--- config.mk ---
export PLATFORM = sky130hd
export DESIGN_NAME = dac_sample_feeder
export DESIGN_NICKNAME = d
export VERILOG_FILES = /design/src/rtl/dac_sample_feeder.sv
export SDC_FILE = /design/constraint.sdc
export NUM_CORES = 1
export LEC_CHECK = 0
export ABC_AREA = 1
export CORE_MARGIN = 10
export CORE_UTILIZATION = 25
export DETAILED_ROUTE_END_ITERATION = 16
export HOLD_SLACK_MARGIN = 0.1
export SYNTH_ARGS = -nofsm -noshare
export SYNTH_HDL_FRONTEND = slang
export SYNTH_SLANG_ARGS = --single-unit
--- constraint.sdc ---
create_clock -name clk -period 3.25 [get_ports clk]
set_input_delay 0.4875 -clock clk [delete_from_list [all_inputs] [get_ports clk]]
set_output_delay 0.4875 -clock clk [all_outputs]
set_load 0.02 [all_outputs]
--- src/rtl/dac_sample_feeder.sv ---
// dac_sample_feeder: buffers signed audio samples and feeds them, held per sample period, to the delta-sigma DAC.
// Ports: clk/reset_n (async active-low reset); tick_inc phase step per clk;
// s_data/s_valid/s_ready sample input handshake; underrun_clr clears sticky underrun;
// dac_in offset-binary held sample; nco DAC update enable; sample_strobe sample boundary;
// fifo_count buffered entries; underrun sticky boundary-with-empty-FIFO flag.
module dac_sample_feeder #(
  parameter int N          = 8,
  parameter int ACC_W      = 16,
  parameter int OSR_LOG2   = 2,
  parameter int DEPTH_LOG2 = 2
) (
  input  logic                  clk,
  input  logic                  reset_n,
  input  logic [ACC_W-1:0]      tick_inc,
  input  logic [N-1:0]          s_data,
  input  logic                  s_valid,
  output logic                  s_ready,
  input  logic                  underrun_clr,
  output logic [N-1:0]          dac_in,
  output logic                  nco,
  output logic                  sample_strobe,
  output logic [DEPTH_LOG2:0]   fifo_count,
  output logic                  underrun
);
  localparam int DEPTH = 1 << DEPTH_LOG2;
  logic [ACC_W-1:0]      acc;
  logic [ACC_W:0]        sum;
  logic [OSR_LOG2-1:0]   tcnt;
  logic [DEPTH_LOG2-1:0] wr_ptr, rd_ptr;
  logic [N-1:0]          mem [DEPTH];
  logic [N-1:0]          head;
  logic                  boundary, push, pop, empty;
  assign s_ready = fifo_count != (DEPTH_LOG2+1)'(DEPTH);
  always_comb begin
    sum      = {1'b0, acc} + {1'b0, tick_inc};
    boundary = sum[ACC_W] && &tcnt;
    empty    = fifo_count == '0;
    push     = s_valid && s_ready;
    pop      = boundary && !empty;
    head     = mem[rd_ptr];
  end
  always_ff @(posedge clk or negedge reset_n)
    if (!reset_n) begin
      acc           <= '0;
      nco           <= 1'b0;
      sample_strobe <= 1'b0;
      tcnt          <= '0;
      wr_ptr        <= '0;
      rd_ptr        <= '0;
      fifo_count    <= '0;
      dac_in        <= {1'b1, {(N-1){1'b0}}};
      underrun      <= 1'b0;
    end else begin
      acc           <= sum[ACC_W-1:0];
      nco           <= sum[ACC_W];
      sample_strobe <= boundary;
      tcnt          <= tcnt + OSR_LOG2'(sum[ACC_W]);
      fifo_count    <= fifo_count + (DEPTH_LOG2+1)'(push) - (DEPTH_LOG2+1)'(pop);
      if (push) wr_ptr <= wr_ptr + DEPTH_LOG2'(1);
      if (pop) begin
        rd_ptr <= rd_ptr + DEPTH_LOG2'(1);
        dac_in <= {~head[N-1], head[N-2:0]};
      end
      // a new underrun event outranks a simultaneous clear
      if (boundary && empty) underrun <= 1'b1;
      else if (underrun_clr) underrun <= 1'b0;
    end
  always_ff @(posedge clk)
    if (push) mem[wr_ptr] <= s_data;
endmodule

==> results of run 1 <==
-- layer usage --
| metal | part of all wire | routed length, um | track usage |
|---|---|---|---|
| met5 | 0 | 0 | 0 |
| met4 | 0.019 | 142 | 0.03728 |
| met3 | 0.061 | 460 | 0.03592 |
| met2 | 0.49 | 3701 | 0.1470 |
| met1 | 0.43 | 3220 | 0.09679 |
-- final timing paths --
kind / endpoint / slack [ps] / cells past startpoint
min in group clk: tcnt[1] / 460 / 1
max reg2reg: fifo_count[2] / 620 / 15
min: acc[6] / 260 / 1
max in group asynchronous: tcnt[1] / 2460 / 1
min reg2reg: tcnt[1] / 460 / 1
max: fifo_count[2] / 400 / 16
-- worst register-to-register path: stages, from the launching register on --
cell,delay [ps]
dfrtp_1,360
ha_1,200
fa_1,400
nand2_1,80
nand2_1,70
nand3_1,100
nand2_2,70
nand2_2,80
nand2_4,60
nand3_4,60
inv_2,30
ha_1,260
inv_1,40
ha_1,180
fa_1,380
xor2_1,170
-- cells by family (layout without fill, tap and decap cells) --
| kind of cell | count (synthesis) | in the layout |
|---|---|---|
| simple gates | 148 | 148 |
| xor+xnor | 16 | 16 |
| fa+ha+maj | 25 | 25 |
| flops | 68 | 68 |
| compound gates | 43 | 43 |
| buf+inv | 44 | 101 |
-- sequential cells by signal, summed over array words and instances, names as in the netlist --
| register | flops |
|---|---|
| rd_ptr | 2 |
| wr_ptr | 2 |
| sample_strobe | 1 |
| nco | 1 |
| fifo_count | 3 |
| underrun | 1 |
| tcnt | 2 |
| mem | 32 |
| dac_in | 8 |
| acc | 16 |
-- stage by stage --
step	area, um2	setup slack, ps	hold WS (ps)	total power, W	util
floorplan	3405	376.2	191.9	0.002707	-
global placement	4038	52.75	454.7	0.003247	0.3037
detailed placement	4038	8.435	459.1	0.003302	0.3037
CTS	4344	380.6	287.4	0.004322	0.3267
global route	4344	240.1	338.9	0.004630	0.3267
finish	4344	401.3	258.4	0.004262	0.3267
-- power by group through the flow --
stage                     sequential, W  clock [W]  combinational [W]
after floorplan                 0.00144          0            0.00127
after CTS                       0.00140    0.00103            0.00189
after global routing            0.00145    0.00107            0.00211
after detailed placement        0.00142          0            0.00188
after global placement          0.00141          0            0.00184
final                           0.00140    0.00100            0.00186
-- Yosys cell counts --
| master | number |
|---|---|
| inv_2 | 3 |
| nand4_1 | 11 |
| nand3b_1 | 1 |
| buf_6 | 2 |
| fa_1 | 2 |
| nor3_1 | 1 |
| buf_2 | 2 |
| dfrtp_1 | 35 |
| ha_1 | 23 |
| clkbuf_1 | 2 |
| dfstp_2 | 1 |
| and2_1 | 1 |
| nor2_1 | 35 |
| a21o_1 | 1 |
| a21oi_1 | 13 |
| nand2_1 | 79 |
| o21ai_0 | 20 |
| o22ai_1 | 7 |
| buf_4 | 2 |
| inv_1 | 33 |
| nand2_4 | 1 |
| edfxtp_1 | 32 |
| a21oi_2 | 1 |
| nor3_4 | 1 |
| nand3_1 | 13 |
| o21bai_1 | 1 |
| nand3_4 | 1 |
| nand2_2 | 4 |
| xnor2_1 | 1 |
| xor2_1 | 15 |
-- layout make-up --
cell class,instances,area (um2)
fillers,1367,8951
flip-flops and latches,68,1863
multi-input cells,232,1351
repair buffers,49,467.9
clock buffers,9,225.2
well taps,176,220.2
inverters,36,135.1
clock inverters,7,81.33
==> results.ini, run 1 <==
[synthesis]
synth_top_area_share = 0.2822
yosysSeqAreaShare = 0.5472
syn_area_mm2 = 0.003405
synth_top_area_cell = edfxtp_1
syn-num-nets = 397
ys_warn_count = 0
synth-compound-area-share = 0.06836
synth_simple_gate_area_share = 0.1911
ys_types = 30
avgSynthCellArea_um2 = 9.897
synth_fa_ha_area_frac = 0.09629
synth_top_family_by_area = simple AND/OR/NAND/NOR gates
synth_xor_area_frac = 0.04116
synth_seq_cells = 68
synthesis.instances = 344
muxShareOfSynthArea = 0
synth_area_leaders = edfxtp_1, dfrtp_1, nand2_1, ha_1, nor2_1

[setup_path]
rr_startpoint = acc[0]
cp-start-kind = input port
critical_path.top_delay_family = adder cells
cp_data_arrival_time_ps = 3070
crit_buf_inv = 3
critical_path.startpoint = tick_inc[0]
worstSetupPathType = in2reg
critPathSlowestCell = clkdlybuf4s50_1
cpMostUsedCell = ha_1
required_ps = 3470
critPathMaxStageDelay_ps = 400
crit_chain = clkdlybuf4s50_1 -> ha_1 -> fa_1 -> nand2_1 -> nand2_1 -> nand3_1 -> nand2_2 -> nand2_2 -> nand2_4 -> nand3_4 -> inv_2 -> ha_1 -> inv_1 -> ha_1 -> fa_1 -> xor2_1
cp_max_fo = 2
worstSetupEndpointType = flop

[timing]
fin_skew_ps = 5.192
tightest_slew_ps = 865.3
drv_slew = 0
rsz0062_at_grt = false
max-slew-margin-rel = 0.4210
hold_violations = 0
period_share = 0.8765
tns_ps = 0
setup_viol = 0
fmax_ghz = 0.3510
min_period_ps = 2849

[clock_tree]
cts_tree = built
cts_sinks = 68
insertion_delay_ps = 340
htree_levels = 3
cts_setup_buffers = 0
hold_buffers = 0
cts_max_path_buffers = 2
clk_pin_slew_ps = 60
cts_resized = 0
root_buffer = clkbuf_16
numCtsBuffers = 9

[final_layout]
layout_commonest_cell = nand2_1
drive_gt1_frac = 0.08978
syn_to_final_growth_pct = 27.60
fin_cells = 577
diodes = 0
nets = 449
mostFrequentLayoutCells = nand2_1, clkdlybuf4s50_1, nor2_1, dfrtp_1, inv_1

[global_route]
grtUsageTotal = 0.08799
antenna_found_initial = 0
grt_max_degree = 37
grt_pass1_vias = 2614
grt_pass1_wl_um = 12680
grt_overflow = 0

[route]
vias = 2472
wl_um = 7524
viasPerCell = 4.284
drcViolationCount = 0
first_iter_violations = 175
wl_per_cell_um = 13.04
drt_pass1_iterations = 4
route.antenna.remaining_nets = 0

[power]
switching_share = 0.3967
p_sw_w = 0.001691
powerDensity_mw_per_mm2 = 981.1
internal-power_w = 0.002571
vdd_drop_max_v = 0.0002782
p_clk_frac = 0.235
combPwrFrac = 0.437
leakage_nw = 1.914
p_seq_frac = 0.329

[placed_design]
dp.cells = 561
hpwl_um = 5532
port_buffers = 42
gp_congestion = 0.8391

[flow_run]
cap_viol_max_count = 0

[hold_path]
hold_path.class = in2async

[die]
die_area_mm2 = 0.01869
initial_core_util = 0.2561
io_pins = 43
rows = 42
core_area_mm2 = 0.01330
die_y_um = 136.7
die_w_um = 136.7

[run_status]
status = finished clean

(Power assumes the default switching activity.)
==> run 2: changes to the inputs <==
--- a/config.mk
+++ b/config.mk
@@ -6,6 +6,7 @@
 export NUM_CORES = 1
 export LEC_CHECK = 0
 export ABC_AREA = 1
+export CAP_MARGIN = 5
 export CORE_MARGIN = 10
 export CORE_UTILIZATION = 25
 export DETAILED_ROUTE_END_ITERATION = 16
==> constraint.sdc (replaced) <==
create_clock -name clk -period 3.42 [get_ports clk]
set_input_delay 0.513 -clock clk [delete_from_list [all_inputs] [get_ports clk]]
set_output_delay 0.513 -clock clk [all_outputs]
set_load 0.02 [all_outputs]
==> run 2 against run 1 <==
Net effect: clock-buffer cell count is the same; register-to-register slack better by 100 ps; sequential share of layout area grew 0.41 points; critical path depth stayed put; combinational power fell by 8%; clock skew is 1.4 ps higher; total power is 6.9% lower; critical path type unchanged; highest routed layer unchanged.
==> results.ini, run 2 (synthesis results as in run 1) <==
[run_status]
status = finished clean

[route]
route.antenna.remaining_nets = 0
wl_um = 7466
wl_per_cell_um = 13.05
drcViolationCount = 0
viasPerCell = 4.271
vias = 2443
drt_pass1_iterations = 4
first_iter_violations = 125

[timing]
fin_skew_ps = 6.635
period_share = 0.8661
fmax_ghz = 0.3376
min_period_ps = 2962
tns_ps = 0
timing.hold.ws_ps = 287.8
hold_violations = 0
max-slew-margin-rel = 0.4394
layout_setup_ws_ps = 458.0
tightest_slew_ps = 841.0
drv_slew = 0
rsz0062_at_grt = false
setup_viol = 0

[clock_tree]
cts_resized = 0
numCtsBuffers = 9
hold_buffers = 0
root_buffer = clkbuf_16
clk_pin_slew_ps = 60
cts_max_path_buffers = 2
insertion_delay_ps = 330
cts_setup_buffers = 0
cts_sinks = 68
cts_tree = built
htree_levels = 3

[final_layout]
drive_gt1_frac = 0.07576
layout_commonest_cell = nand2_1
diodes = 0
syn_to_final_growth_pct = 26.39
final_area_mm2 = 0.004303
mostFrequentLayoutCells = nand2_1, clkdlybuf4s50_1, nor2_1, dfrtp_1, inv_1
fillers = 1340
reg_top3 = mem (32), acc (16), dac_in (8)
largest_register_ffs = 32
nets = 444
largest_register = mem

[placed_design]
gp_congestion = 0.8269
hpwl_um = 5446
port_buffers = 42
dpl_worst_slack_ps = 98.16
placed_area_mm2 = 0.004000

[power]
leakage_nw = 1.890
p_clk_frac = 0.234
p_sw_w = 0.001569
powerDensity_mw_per_mm2 = 922.3
total_power_w = 0.003969
p_seq_frac = 0.337
vdd_drop_max_v = 0.0002542
internal-power_w = 0.002400
switching_share = 0.3953
combPwrFrac = 0.430

[hold_path]
hold_path.class = in2async

[setup_path]
required_ps = 3620
rr_startpoint = acc[0]
crit_path_end = fifo_count[2]
worstSetupEndpointType = flop
cp_data_arrival_time_ps = 3170
rr_worst_depth = 15
worstSetupPathType = in2reg
critical_path.startpoint = tick_inc[0]
cp-start-kind = input port
rrSetupSlack_ps = 720
regToRegEndpoint = fifo_count[2]
cp_max_fo = 3

[global_route]
grt_max_degree = 37
grt_pass1_vias = 2518
grt_pass1_wl_um = 12400
antenna_found_initial = 0
grtUsageTotal = 0.08493
grt_overflow = 0

[die]
io_pins = 43
die_w_um = 136.7
core_area_mm2 = 0.01330
initial_core_util = 0.2561
die_y_um = 136.7
die_area_mm2 = 0.01869
rows = 42

[flow_run]
cap_viol_max_count = 0

## run 2: worst min path at each step
stage                   start        end  slack, ps  depth (start not counted)
finish                reset_n     acc[5]        290                          1
global route          reset_n     acc[5]        360                          1
CTS                   reset_n     acc[5]        320                          1
detailed placement  dac_in[2]  dac_in[2]        460                          2
global placement      tcnt[1]    tcnt[1]        450                          1
floorplan             reset_n     acc[0]        220                          0
## run 2: per-stage QoR
stage | utilization | std cells
after CTS | 0.3236 | 572
final | 0.3236 | 572
after detailed placement | 0.3009 | 556
after global routing | 0.3236 | 572
after global placement | 0.3009 | 556
after floorplan | - | 344
## run 2: power groups by stage
stage,clock network [W],registers [W],logic [W]
floorplan,0,0.00137,0.00120
global placement,0,0.00134,0.00170
detailed placement,0,0.00135,0.00173
CTS,0.000954,0.00134,0.00174
global route,0.000989,0.00137,0.00195
finish,0.000927,0.00134,0.00171
## run 2: cell type report
cell class | count | area, um2 | area share
sequential | 68 | 1863 | 0.4330
multi-input combinational | 232 | 1351 | 0.3140
timing repair buffer | 44 | 430.4 | 0.1000
clock buffer | 9 | 225.2 | 0.05234
tap | 176 | 220.2 | 0.05118
inverter | 36 | 135.1 | 0.03140
clock inverter | 7 | 77.57 | 0.01803
## run 2: critical path, stage by stage
cell             delay (ps)
clkdlybuf4s50_1         400
ha_1                    230
fa_1                    400
nand2_1                  80
nand2_1                  80
nand3_1                 110
nand2_2                  80
nand2_2                  80
nand2_4                  50
nand3_4                  60
inv_2                    40
ha_1                    260
inv_1                    40
ha_1                    180
fa_1                    370
xor2_1                  160
## run 2: routing by layer
layer	wire, um	GRT usage	vias up
li1	-	-	1237
met5	0	0	-
met2	3712	0.1459	38
met4	93	0.03432	0
met3	365	0.03079	7
met1	3294	0.09307	1161
==> run 3: changes to the inputs <==
--- a/config.mk
+++ b/config.mk
@@ -11,6 +11,7 @@
 export CORE_UTILIZATION = 25
 export DETAILED_ROUTE_END_ITERATION = 16
 export HOLD_SLACK_MARGIN = 0.1
+export SLEW_MARGIN = 20
 export SYNTH_ARGS = -nofsm -noshare
 export SYNTH_HDL_FRONTEND = slang
 export SYNTH_SLANG_ARGS = --single-unit
==> constraint.sdc (replaced) <==
create_clock -name clk -period 2.85 [get_ports clk]
set_input_delay 0.4275 -clock clk [delete_from_list [all_inputs] [get_ports clk]]
set_output_delay 0.4275 -clock clk [all_outputs]
set_load 0.02 [all_outputs]
==> run 3 against run 2 <==
Net effect: worst hold slack got worse by 82 ps; combinational power grew 39%; highest routed layer unchanged; worst setup slack got worse by 360 ps; core utilization rose by 1.8 points; sequential share of layout area fell by 2.3 points; global-route usage grew 0.18 points; critical path type unchanged; non-clock buffer count rose by 31; clock power up 20%; final area is 5.6% higher; via count increased by 4.9%.
==> results.ini, run 3 (synthesis results as in run 1) <==
[run_status]
status = finished clean

[die]
rows = 42
die_area_mm2 = 0.01869
die_w_um = 136.7
initial_core_util = 0.2561
die_y_um = 136.7
core_area_mm2 = 0.01330
io_pins = 43

[setup_path]
cp_data_arrival_time_ps = 2960
worstSetupEndpointType = flop
regToRegEndpoint = fifo_count[2]
critPathSlowestCell = clkdlybuf4s50_1
rrSetupSlack_ps = 250
critPathMaxStageDelay_ps = 420
cp-start-kind = input port
rr_startpoint = acc[0]
rr_worst_depth = 15
cp_max_fo = 2
crit_chain = clkdlybuf4s50_1 -> ha_2 -> fa_2 -> nand2_1 -> nand2_1 -> nand3_2 -> nand2_2 -> nand2_2 -> nand2_4 -> nand3_4 -> inv_2 -> ha_1 -> inv_1 -> ha_1 -> fa_1 -> xor2_1
worstSetupPathType = in2reg
required_ps = 3060

[final_layout]
drive_gt1_frac = 0.1522
syn_to_final_growth_pct = 33.44
reg_top3 = mem (32), acc (16), dac_in (8)
largest_register = mem
mostFrequentLayoutCells = nand2_1, clkdlybuf4s50_1, nor2_1, dfrtp_1
nets = 475
diodes = 0
largest_register_ffs = 32
layout_commonest_cell = nand2_1
fin_cells = 603

[timing]
setup_viol = 0
hold_violations = 0
min_period_ps = 2748
fin_skew_ps = 5.202
drv_slew = 0
period_share = 0.9642
tightest_slew_ps = 859.0
timing.hold.ws_ps = 205.4
max-slew-margin-rel = 0.4273
fmax_ghz = 0.3639
tns_ps = 0

[clock_tree]
cts_max_path_buffers = 2
cts_sinks = 68
htree_levels = 3
clk_pin_slew_ps = 60
numCtsBuffers = 9
insertion_delay_ps = 330
cts_tree = built
hold_buffers = 0
root_buffer = clkbuf_16

[hold_path]
hold_path.class = in2async

[global_route]
grtUsageTotal = 0.08673
grt_busiest_layer = met2
grt_pass1_wl_um = 12550
grt_pass1_vias = 2596
antenna_found_initial = 0
grt_util_met3 = 0.03189
met2_usage = 0.1497
grt_max_degree = 37
grt_overflow = 0
grt_use_met1 = 0.09385

[route]
first_iter_violations = 138
wl_per_cell_um = 12.72
drcViolationCount = 0
drt_pass1_iterations = 4
vias = 2563
route.antenna.remaining_nets = 0
viasPerCell = 4.250
wl_um = 7672

[placed_design]
port_buffers = 42
hpwl_um = 5749
gp_congestion = 0.8101
dp.cells = 587

[power]
powerDensity_mw_per_mm2 = 1117
leakage_nw = 2.030
vdd_drop_max_v = 0.0004051

[flow_run]
cap_viol_max_count = 0

==> run 3: cell types whose count changed in the layout (fill, tap and decap cells not counted), sizes merged <==
cell      delta
inv          +2
clkinv       -5
buf         +31
clkinvlp     +3
==> run 3: worst max-delay path by stage <==
stage,from,end,depth (start not counted)
finish,tick_inc[0],fifo_count[2],16
global route,tick_inc[0],fifo_count[2],16
CTS,tick_inc[0],fifo_count[2],16
detailed placement,tick_inc[0],fifo_count[2],16
global placement,tick_inc[0],fifo_count[2],16
floorplan,tick_inc[0],fifo_count[2],16
==> run 3: metal layers <==
| metal | wire [um] | share of wire |
|---|---|---|
| met4 | 106 | 0.014 |
| met3 | 446 | 0.058 |
| met1 | 3207 | 0.42 |
| met5 | 0 | 0 |
| met2 | 3910 | 0.51 |
==> run 3: report_power, final <==
group	switching [W]	internal (W)
logic	0.00133	0.00104
clock network	0.000428	0.000681
registers	0.000196	0.00140
==> run 3: worst max-delay path, delay by kind of cell <==
kind	cells	cell delay [ps]
fa+ha+maj	5	1350
xor+xnor	1	160
simple gates	7	520
buf+inv	3	500
==> run 3: metrics by stage <==
stage	setup WS (ps)	total power (W)	instance area, um2	utilization
floorplan	36.24	0.003087	3405	-
global placement	-284.5	0.003939	4233	0.3184
detailed placement	-392.1	0.004010	4233	0.3184
CTS	34.06	0.005152	4536	0.3411
global route	-28.72	0.005502	4543	0.3417
finish	102.0	0.005073	4543	0.3417
==> run 3: timing repair <==
action,4_1_cts,5_1_grt
setup endpoints to repair,1,1
buffers inserted,0,0
pin swaps,0,1
resized for setup,1,2
==> run 3: layout make-up <==
| cell class | instances | area [um2] |
|---|---|---|
| Clock buffer | 9 | 225.2 |
| Fill cell | 1355 | 8752 |
| Sequential cell | 68 | 1863 |
| Timing Repair Buffer | 75 | 663.1 |
| Tap cell | 176 | 220.2 |
| Multi-Input combinational cell | 232 | 1361 |
| Inverter | 36 | 135.1 |
| Clock inverter | 7 | 75.07 |
